===== config.mk =====
export PLATFORM = sky130hd
export DESIGN_NAME = uart_mem_loader
export DESIGN_NICKNAME = d
export VERILOG_FILES = /design/src/rtl/uart_mem_loader.sv
export SDC_FILE = /design/constraint.sdc
export NUM_CORES = 1
export LEC_CHECK = 0
export BUFFER_PORTS_ARGS = -buffer_cell sky130_fd_sc_hd__buf_4
export CAP_MARGIN = 20
export CORE_ASPECT_RATIO = 1.1
export CORE_UTILIZATION = 58
export DETAILED_ROUTE_END_ITERATION = 8
export HOLD_SLACK_MARGIN = 0.08
export PLACE_DENSITY = 0.8
export SETUP_SLACK_MARGIN = 0.5
export SYNTH_ARGS = -nofsm -noshare
export SYNTH_HDL_FRONTEND = slang
export SYNTH_SLANG_ARGS = --single-unit

===== constraint.sdc =====
create_clock -name clk -period 6.27 [get_ports clk]
set_input_delay 0.9405 -clock clk [delete_from_list [all_inputs] [get_ports clk]]
set_output_delay 0.9405 -clock clk [all_outputs]
set_load 0.005 [all_outputs]

===== src/rtl/uart_mem_loader.sv =====
// UART 8N1 image loader: receives a length-prefixed word stream and writes it into
// data memory while holding the CPU in reset until the last word has landed.
module uart_mem_loader #(
    parameter int          CLKS_PER_BIT = 434,
    parameter logic [31:0] BASE_ADDR    = 32'h0,
    parameter logic [15:0] MAX_WORDS    = 16'd1024
) (
    input  logic        clk,
    input  logic        reset,
    input  logic        rx,
    output logic        Ext_MemWrite,
    output logic [31:0] Ext_WriteData,
    output logic [31:0] Ext_DataAdr,
    output logic        cpu_reset,
    output logic        load_done,
    output logic        frame_err,
    output logic [15:0] word_count
);

    localparam int              CW        = $clog2(CLKS_PER_BIT + 1);
    localparam logic [CW-1:0]   BIT_LAST  = CW'(CLKS_PER_BIT - 1);
    localparam logic [CW-1:0]   HALF_LAST = CW'(CLKS_PER_BIT / 2 - 1);

    typedef enum logic [1:0] {RX_IDLE, RX_START, RX_DATA, RX_STOP} rx_state_t;
    typedef enum logic [2:0] {LD_HDR0, LD_HDR1, LD_DATA, LD_WRITE, LD_DONE} ld_state_t;

    rx_state_t      rx_state;
    ld_state_t      ld_state;
    logic           rx_meta;
    logic           rx_sync;
    logic [CW-1:0]  rx_cnt;
    logic [2:0]     bit_idx;
    logic [7:0]     rx_shift;
    logic           byte_valid;
    logic [15:0]    word_total;
    logic [15:0]    hdr_count;
    logic [15:0]    hdr_clamped;
    logic [23:0]    assemble;
    logic [1:0]     byte_idx;
    logic [15:0]    next_count;

    // Synchronizer idles high so reset never looks like a start bit.
    always_ff @(posedge clk or posedge reset) begin
        if (reset) begin
            rx_meta <= 1'b1;
            rx_sync <= 1'b1;
        end else begin
            // NOTE: non-blocking assignments here keep the two flops a true 2-stage chain.
            rx_meta <= rx;
            rx_sync <= rx_meta;
        end
    end

    always_ff @(posedge clk or posedge reset) begin
        if (reset) begin
            rx_state   <= RX_IDLE;
            rx_cnt     <= '0;
            bit_idx    <= '0;
            rx_shift   <= '0;
            byte_valid <= 1'b0;
            frame_err  <= 1'b0;
        end else begin
            // NOTE: default-low here makes byte_valid a single-cycle pulse.
            byte_valid <= 1'b0;
            case (rx_state)
                RX_IDLE: begin
                    rx_cnt <= '0;
                    if (!rx_sync) rx_state <= RX_START;
                end
                RX_START: begin
                    if (rx_cnt == HALF_LAST) begin
                        rx_cnt   <= '0;
                        bit_idx  <= '0;
                        rx_state <= rx_sync ? RX_IDLE : RX_DATA;
                    end else begin
                        rx_cnt <= rx_cnt + 1'b1;
                    end
                end
                RX_DATA: begin
                    if (rx_cnt == BIT_LAST) begin
                        rx_cnt   <= '0;
                        rx_shift <= {rx_sync, rx_shift[7:1]};
                        bit_idx  <= bit_idx + 1'b1;
                        if (bit_idx == 3'd7) rx_state <= RX_STOP;
                    end else begin
                        rx_cnt <= rx_cnt + 1'b1;
                    end
                end
                RX_STOP: begin
                    if (rx_cnt == BIT_LAST) begin
                        rx_cnt   <= '0;
                        rx_state <= RX_IDLE;
                        if (rx_sync) byte_valid <= 1'b1;
                        else         frame_err  <= 1'b1;
                    end else begin
                        rx_cnt <= rx_cnt + 1'b1;
                    end
                end
                default: rx_state <= RX_IDLE;
            endcase
        end
    end

    always_comb begin
        hdr_count   = {rx_shift, word_total[7:0]};
        hdr_clamped = (hdr_count > MAX_WORDS) ? MAX_WORDS : hdr_count;
        next_count  = word_count + 16'd1;
    end

    // Strobe is issued one cycle after the 4th byte; address/count advance in LD_WRITE.
    always_ff @(posedge clk or posedge reset) begin
        if (reset) begin
            ld_state      <= LD_HDR0;
            word_total    <= '0;
            assemble      <= '0;
            byte_idx      <= '0;
            Ext_MemWrite  <= 1'b0;
            Ext_WriteData <= '0;
            Ext_DataAdr   <= BASE_ADDR;
            word_count    <= '0;
            cpu_reset     <= 1'b1;
        end else begin
            Ext_MemWrite <= 1'b0;
            case (ld_state)
                LD_HDR0: begin
                    if (byte_valid) begin
                        word_total[7:0] <= rx_shift;
                        ld_state        <= LD_HDR1;
                    end
                end
                LD_HDR1: begin
                    if (byte_valid) begin
                        word_total <= hdr_clamped;
                        byte_idx   <= '0;
                        if (hdr_clamped == 16'd0) begin
                            ld_state  <= LD_DONE;
                            cpu_reset <= 1'b0;
                        end else begin
                            ld_state <= LD_DATA;
                        end
                    end
                end
                LD_DATA: begin
                    if (byte_valid) begin
                        if (byte_idx == 2'd3) begin
                            Ext_WriteData <= {rx_shift, assemble};
                            Ext_MemWrite  <= 1'b1;
                            ld_state      <= LD_WRITE;
                        end else begin
                            assemble <= {rx_shift, assemble[23:8]};
                        end
                        byte_idx <= byte_idx + 1'b1;
                    end
                end
                LD_WRITE: begin
                    Ext_DataAdr <= Ext_DataAdr + 32'd4;
                    word_count  <= next_count;
                    if (next_count == word_total) begin
                        ld_state  <= LD_DONE;
                        cpu_reset <= 1'b0;
                    end else begin
                        ld_state <= LD_DATA;
                    end
                end
                LD_DONE: ;
                default: ld_state <= LD_HDR0;
            endcase
        end
    end

    assign load_done = ~cpu_reset;

endmodule


==> impl_metrics.ini, run 1 <==
[timing]
max_freq_mhz = 418
setup_violations = 0
maxSlewViolCount = 0
worst_pin_slew_ps = 952
tns_ps = 0
min_period_ps = 2390
fin_crit_sh = 0.381
rsz0062_at_grt = false
timing_hold_violations_final = 0
fin_worst_skew_ps = 8.45
slew_headroom = 0.364

[route]
vias_per_cell = 5.54
ant_nets = 0
drt_iter0_markers = 280
vias = 4823
wl_per_cell_um = 16.2
drt-total-wl_mm = 14.1
dr.pass1.iters = 6
drc_errors = 0

[synthesis]
syn_inst = 626
yosysWarnings = 0
synth_flop_cell = dfrtp_1
async_reset_ff_frac = 1.00
synth_top_area_cell = dfrtp_1
synth_area_um2 = 6720
yosysUniqueCellTypes = 53
postSynthAreaPerCell_um2 = 10.7
synth.most_common_cell = dfrtp_1
synth_top_area_share = 0.551
ys_ff_latch = 151
synth_common_cells = dfrtp_1, nand2_1, xnor2_1, nor2_1, mux2_2
ys_top_cells_by_area = dfrtp_1, nand2_1, xnor2_1, mux2_2, xor2_1
synth_seq_area_share = 0.563
synth_edf_count = 0

[clock_network]
cts_buffers = 17
cts_buffer_depth = 2
cts.htree.levels = 4
cts_resized = 0
cts_tree = built
postCtsHoldBufs = 0
clock_latency_ps = 420
post_cts_buffers = 0
root_buffer = clkbuf_16
clkTransAtPathRegs_ps = 60
cts.sink_count = 151

[hold_path]
hold_end = rx_sync$_DFF_PP1_
min_path_type = reg -> reg
min_from = rx_meta$_DFF_PP1_
hold_depth = 0

[critical_path]
cp-end-kind = flop
slowest_stage = or4b_1
reg2regPathDepth = 6
cp_cell_sequence = nand3_1 -> or4b_1 -> a21boi_0 -> o221ai_1 -> nor4_2 -> nand2b_1
crit_fanout = 8
cp.arrival_ps = 2740
crit_required_ps = 6620
path_class = reg -> reg
reg2reg_from = word_count[2]$_DFFE_PP0N_
critPathMaxStageDelay_ps = 560
r2r_end = ld_state[2]$_DFFE_PP0P_
rrSetupSlack_ps = 3880
startpoint_type = flop

[floorplanning]
core_um2 = 11100
die-area_um2 = 12000
die_x_um = 105
io_pins = 87
row_count = 40
start_util = 0.605
die-height_um = 115

[global_route]
antenna_found_initial = 0
grt_use_total = 0.251
grt_overflow = 0
grt_max_degree = 98
grt_pass1_wl_mm = 23.9
first_global_vias = 4942

[placement]
placed_cells = 839
hpwl_mm = 9.23
numPortBuffers = 84
post_dp_cell_area_um2 = 7470
gp_congestion = 0.901

[cells_and_area]
drive_gt1_frac = 0.231
insertedDiodeCount = 0
layout.nets = 722
postLayoutCellArea_um2 = 8070
area_growth_pct = 20.1
fill_cells = 769
final_cells = 871

[power]
powerDensity_nw_per_um2 = 251
leakage_uw = 0.00413
irDropWorstVdd_mv = 0.193

[status]
outcome = finished clean

[job]
maxCapViolCount = 0
==> area by class of cell <==
cell class,instances,area [um^2],share of cell area
Timing Repair Buffer,88,661,0.0819
Sequential cell,151,3780,0.469
Clock buffer,18,439,0.0544
Multi-Input combinational cell,439,2780,0.345
Inverter,14,57.6,0.00714
Tap cell,147,184,0.0228
Clock inverter,14,160,0.0199
==> stage by stage <==
stage / total power (uW) / util / hold WS (ps) / setup slack (ps)
after global placement: 1010 / 0.671 / 347 / 3900
after global routing: 2080 / 0.726 / 358 / 3740
final: 2020 / 0.726 / 355 / 3880
after detailed placement: 1010 / 0.672 / 347 / 3870
after CTS: 2030 / 0.726 / 356 / 3940
after floorplan: 1010 / - / 345 / 1270
==> critical path, delay by kind of cell (launching register included) <==
kind / cells / cell delay [ps]
and+or+nand+nor: 4 / 1290
AOI/OAI and AO/OA: 2 / 530
DFF: 1 / 510
==> how the worst max path moves through the flow <==
stage / to / slack, ps / depth (start not counted) / start
finish: ld_state[2]$_DFFE_PP0P_ / 3880 / 6 / word_count[2]$_DFFE_PP0N_
detailed placement: word_count[11]$_DFFE_PP0N_ / 3870 / 3 / reset
global placement: word_count[8]$_DFFE_PP0N_ / 3900 / 3 / reset
CTS: ld_state[2]$_DFFE_PP0P_ / 3940 / 6 / word_count[2]$_DFFE_PP0N_
global route: Ext_WriteData[15]$_DFFE_PP0P_ / 3740 / 6 / ld_state[2]$_DFFE_PP0P_
floorplan: Ext_DataAdr[10]$_DFFE_PP0N_ / 1270 / 1 / reset
==> placed cells by master (no fill, tap or decap), types with 9 or more instances in the layout <==
cell type / Yosys / final
xor2_1: 27 / 27
nand2_1: 138 / 138
xnor2_1: 46 / 46
nand4_1: 9 / 9
buf_4: 4 / 88
clkbuf_16: 0 / 17
mux2_2: 32 / 32
nor3_1: 19 / 19
inv_1: 13 / 12
nand3_1: 24 / 24
nor2b_1: 10 / 10
nor2_1: 37 / 37
a22o_1: 9 / 9
o21ai_0: 9 / 9
dfrtp_1: 148 / 148
==> metal layers <==
layer,up-vias,part of all wire,global-route usage
li1,2289,-,-
met1,2368,0.43,0.312
met2,135,0.51,0.431
met3,31,0.039,0.0544
met4,0,0.020,0.104
met5,-,0,0
==> cell families (layout without fill, tap and decap cells) <==
family,count (synthesis),after routing,synth area share
xor gates and xnor gates,73,73,0.0952
other,1,2,0.000558
AOI/OAI and AO/OA,49,49,0.0518
buffers and inverters,37,134,0.0244
and+or+nand+nor,274,274,0.195
adders and majority gates,8,8,0.0149
DFF,151,151,0.563
muxes,33,33,0.0551
==> flip-flops by register name, summed over array words and instances, names as in the netlist, 2 cells and up, named ones only <==
| signal | count |
|---|---|
| assemble | 24 |
| ld_state | 3 |
| word_count | 16 |
| byte_idx | 2 |
| rx_cnt | 9 |
| word_total | 16 |
| rx_shift | 8 |
| bit_idx | 3 |
| Ext_DataAdr | 30 |
| Ext_WriteData | 32 |
==> report_power, final <==
| group | switching [uW] | internal [uW] |
|---|---|---|
| Clock | 419 | 608 |
| Combinational | 18.4 | 1.45 |
| Sequential | 0.345 | 976 |
(Power assumes the default switching activity.)
==> run 2, diff against run 1 <==
--- a/config.mk
+++ b/config.mk
@@ -8,10 +8,10 @@
 export BUFFER_PORTS_ARGS = -buffer_cell sky130_fd_sc_hd__buf_4
 export CAP_MARGIN = 20
 export CORE_ASPECT_RATIO = 1.1
-export CORE_UTILIZATION = 58
+export CORE_UTILIZATION = 52
 export DETAILED_ROUTE_END_ITERATION = 8
 export HOLD_SLACK_MARGIN = 0.08
-export PLACE_DENSITY = 0.8
+export PLACE_DENSITY = 0.76
 export SETUP_SLACK_MARGIN = 0.5
 export SYNTH_ARGS = -nofsm -noshare
 export SYNTH_HDL_FRONTEND = slang
==> constraint.sdc (replaced) <==
create_clock -name clk -period 1.9 [get_ports clk]
set_input_delay 0.285 -clock clk [delete_from_list [all_inputs] [get_ports clk]]
set_output_delay 0.285 -clock clk [all_outputs]
set_load 0.005 [all_outputs]
==> run 2 against run 1 <==
  * Power grew to 3.3 times the previous value
  * Sequential power rose to 3.3 times the previous value
  * Clock skew rose by 2.3 ps
  * Global-route usage increased by 5.8 points
  * Sequential cell count is the same
  * Non-clock buffer count increased by 148
  * The run now ends with negative setup slack left
  * Clock-buffer cell count grew 4
  * Fmax increased by 10%
  * Via count increased by 27%
  * Hold slack about the same
  * Worst setup slack lost 4100 ps
  * Largest cell class is now multi-input gates
  * Clock power grew to 3.3 times the previous value
==> impl_metrics.ini, run 2 (synthesis gave the netlist of run 1 again) <==
[floorplanning]
start_util = 0.533
io_pins = 87
row_count = 43
die-height_um = 121
core_um2 = 12600
die-area_um2 = 13400
die_x_um = 110

[route]
drt_iter0_markers = 428
wl_met2_mm = 12.3
ant_nets = 0
drc_errors = 0
m1WireLength_mm = 8.67
highest_layer = met4
drt-total-wl_mm = 23.5
vias = 6117
dr.pass1.iters = 5
wl_per_cell_um = 22.9
vias_per_cell = 5.94
wl_met3_mm = 1.24

[timing]
tns_ps = -676
worst_pin_slew_ps = 602
rsz0062_at_grt = true
timing_hold_violations_final = 0
max_freq_mhz = 461
min_period_ps = 2170
layout_setup_ws_ps = -270
fin_worst_skew_ps = 10.7
setup_violations = 3
fin_crit_sh = 1.14
slew_headroom = 0.598
maxSlewViolCount = 0

[placement]
placed_cells = 907
numPortBuffers = 84
gp_congestion = 0.877
hpwl_mm = 10.3
dpl_worst_slack_ps = -199

[global_route]
first_global_vias = 5755
grt_pass1_wl_mm = 30.4
grt_overflow = 0
grt_max_degree = 58
antenna_found_initial = 0
grt_use_total = 0.309

[critical_path]
reg2reg_from = word_count[5]$_DFFE_PP0N_
rrSetupSlack_ps = -270
cp-end-kind = flop
cp.arrival_ps = 2540
startpoint_type = flop
path_class = reg -> reg
worstSetupStartpoint = word_count[5]$_DFFE_PP0N_
crit_fanout = 3
r2r_end = ld_state[2]$_DFFE_PP0P_
reg2regPathDepth = 6
crit_path_end = ld_state[2]$_DFFE_PP0P_
crit_required_ps = 2270

[power]
pwr-share-seq = 0.478
irDropWorstVdd_mv = 0.715
swShare = 0.215
clkPwrFrac = 0.509
p_switching_uw = 1450
internal_power_uw = 5280
combPwrFrac = 0.013
leakage_uw = 0.00564
powerDensity_nw_per_um2 = 619
power.total_uw = 6740

[clock_network]
cts.sink_count = 151
root_buffer = clkbuf_16
cts_buffer_depth = 2
cts_tree = built
cts.htree.levels = 4
clkTransAtPathRegs_ps = 60
clock_latency_ps = 440
cts_buffers = 17

[cells_and_area]
layout.nets = 872
final_common_cell = buf_4
fill_cells = 526
largest-register = Ext_WriteData
area_growth_pct = 62.0
final_cell_mix = buf_4, dfrtp_1, nand2_2, buf_6, nand2_1
reg_top3 = Ext_WriteData (32), Ext_DataAdr (30), assemble (24)
drive_gt1_frac = 0.583
insertedDiodeCount = 0
final_cells = 1030
largest_reg_flops = 32

[status]
violations = negative setup slack
outcome = finished, violations left

[hold_path]
min_path_type = reg -> reg

[job]
maxCapViolCount = 0
## run 2: cell count changes in the layout (fill, tap and decap cells not counted), sizes merged
| cell | previous run | this run |
|---|---|---|
| bufinv | 2 | 3 |
| clkinv | 2 | 3 |
| clkinvlp | 2 | 4 |
| clkbuf | 18 | 23 |
| nand2 | 138 | 139 |
| dlygate4sd3 | 0 | 2 |
| mux2 | 32 | 33 |
| inv | 22 | 13 |
| buf | 88 | 233 |
## run 2: per-layer routing
metal,vias to the layer above,track usage
met1,3145,0.367
met3,94,0.0559
met2,283,0.529
met5,-,0
li1,2595,-
met4,0,0.155
## run 2: critical path, cell delays in order (launching register included)
cell and delay [ps]:
dfrtp_1 410, nand3_2 170, or3_4 430, a2111oi_4 330, o2111ai_2 240, nor4_2 370
nand2b_1 150
## run 2: cell type report
type | instances | area, um^2 | area share
Timing Repair Buffer | 236 | 2260 | 0.208
Clock inverter | 9 | 128 | 0.0117
Sequential cell | 151 | 3790 | 0.349
Inverter | 14 | 61.3 | 0.00563
Tap cell | 157 | 196 | 0.0181
Multi-Input combinational cell | 441 | 4000 | 0.367
Clock buffer | 22 | 444 | 0.0408
## run 2: worst min-delay path by stage
stage	startpoint	to	slack, ps	cells past startpoint
5_1_grt	rx_meta$_DFF_PP1_	rx_sync$_DFF_PP1_	360	0
3_5_place_dp	reset	Ext_WriteData[9]$_DFFE_PP0P_	300	2
6_report	rx_meta$_DFF_PP1_	rx_sync$_DFF_PP1_	360	0
3_3_place_gp	reset	Ext_WriteData[9]$_DFFE_PP0P_	300	2
2_1_floorplan	rx	rx_meta$_DFF_PP1_	290	0
4_1_cts	rx_meta$_DFF_PP1_	rx_sync$_DFF_PP1_	360	0
## run 2: stage by stage
step	cell area [um^2]	hold slack, ps	utilization
after floorplan	7020	289	-
after global placement	8170	301	0.649
after detailed placement	8170	302	0.649
after CTS	9990	355	0.793
after global routing	10900	362	0.864
final	10900	355	0.864
## run 2: power groups by stage
stage	Sequential, uW	Clock [uW]	Combinational [uW]
final	3220	3430	86.3
after global routing	3220	3550	99.8
after CTS	3220	3340	85.8
after detailed placement	3280	0	82.7
after floorplan	3280	0	51.7
after global placement	3280	0	79.2
## run 2: timing repair
action,CTS,global route
buffers inserted,38,41
hold buffers,2,0
resized for setup,189,144
cloned,11,0
hold endpoints to repair,14,0
setup endpoints to repair,139,159
pin swaps,103,97
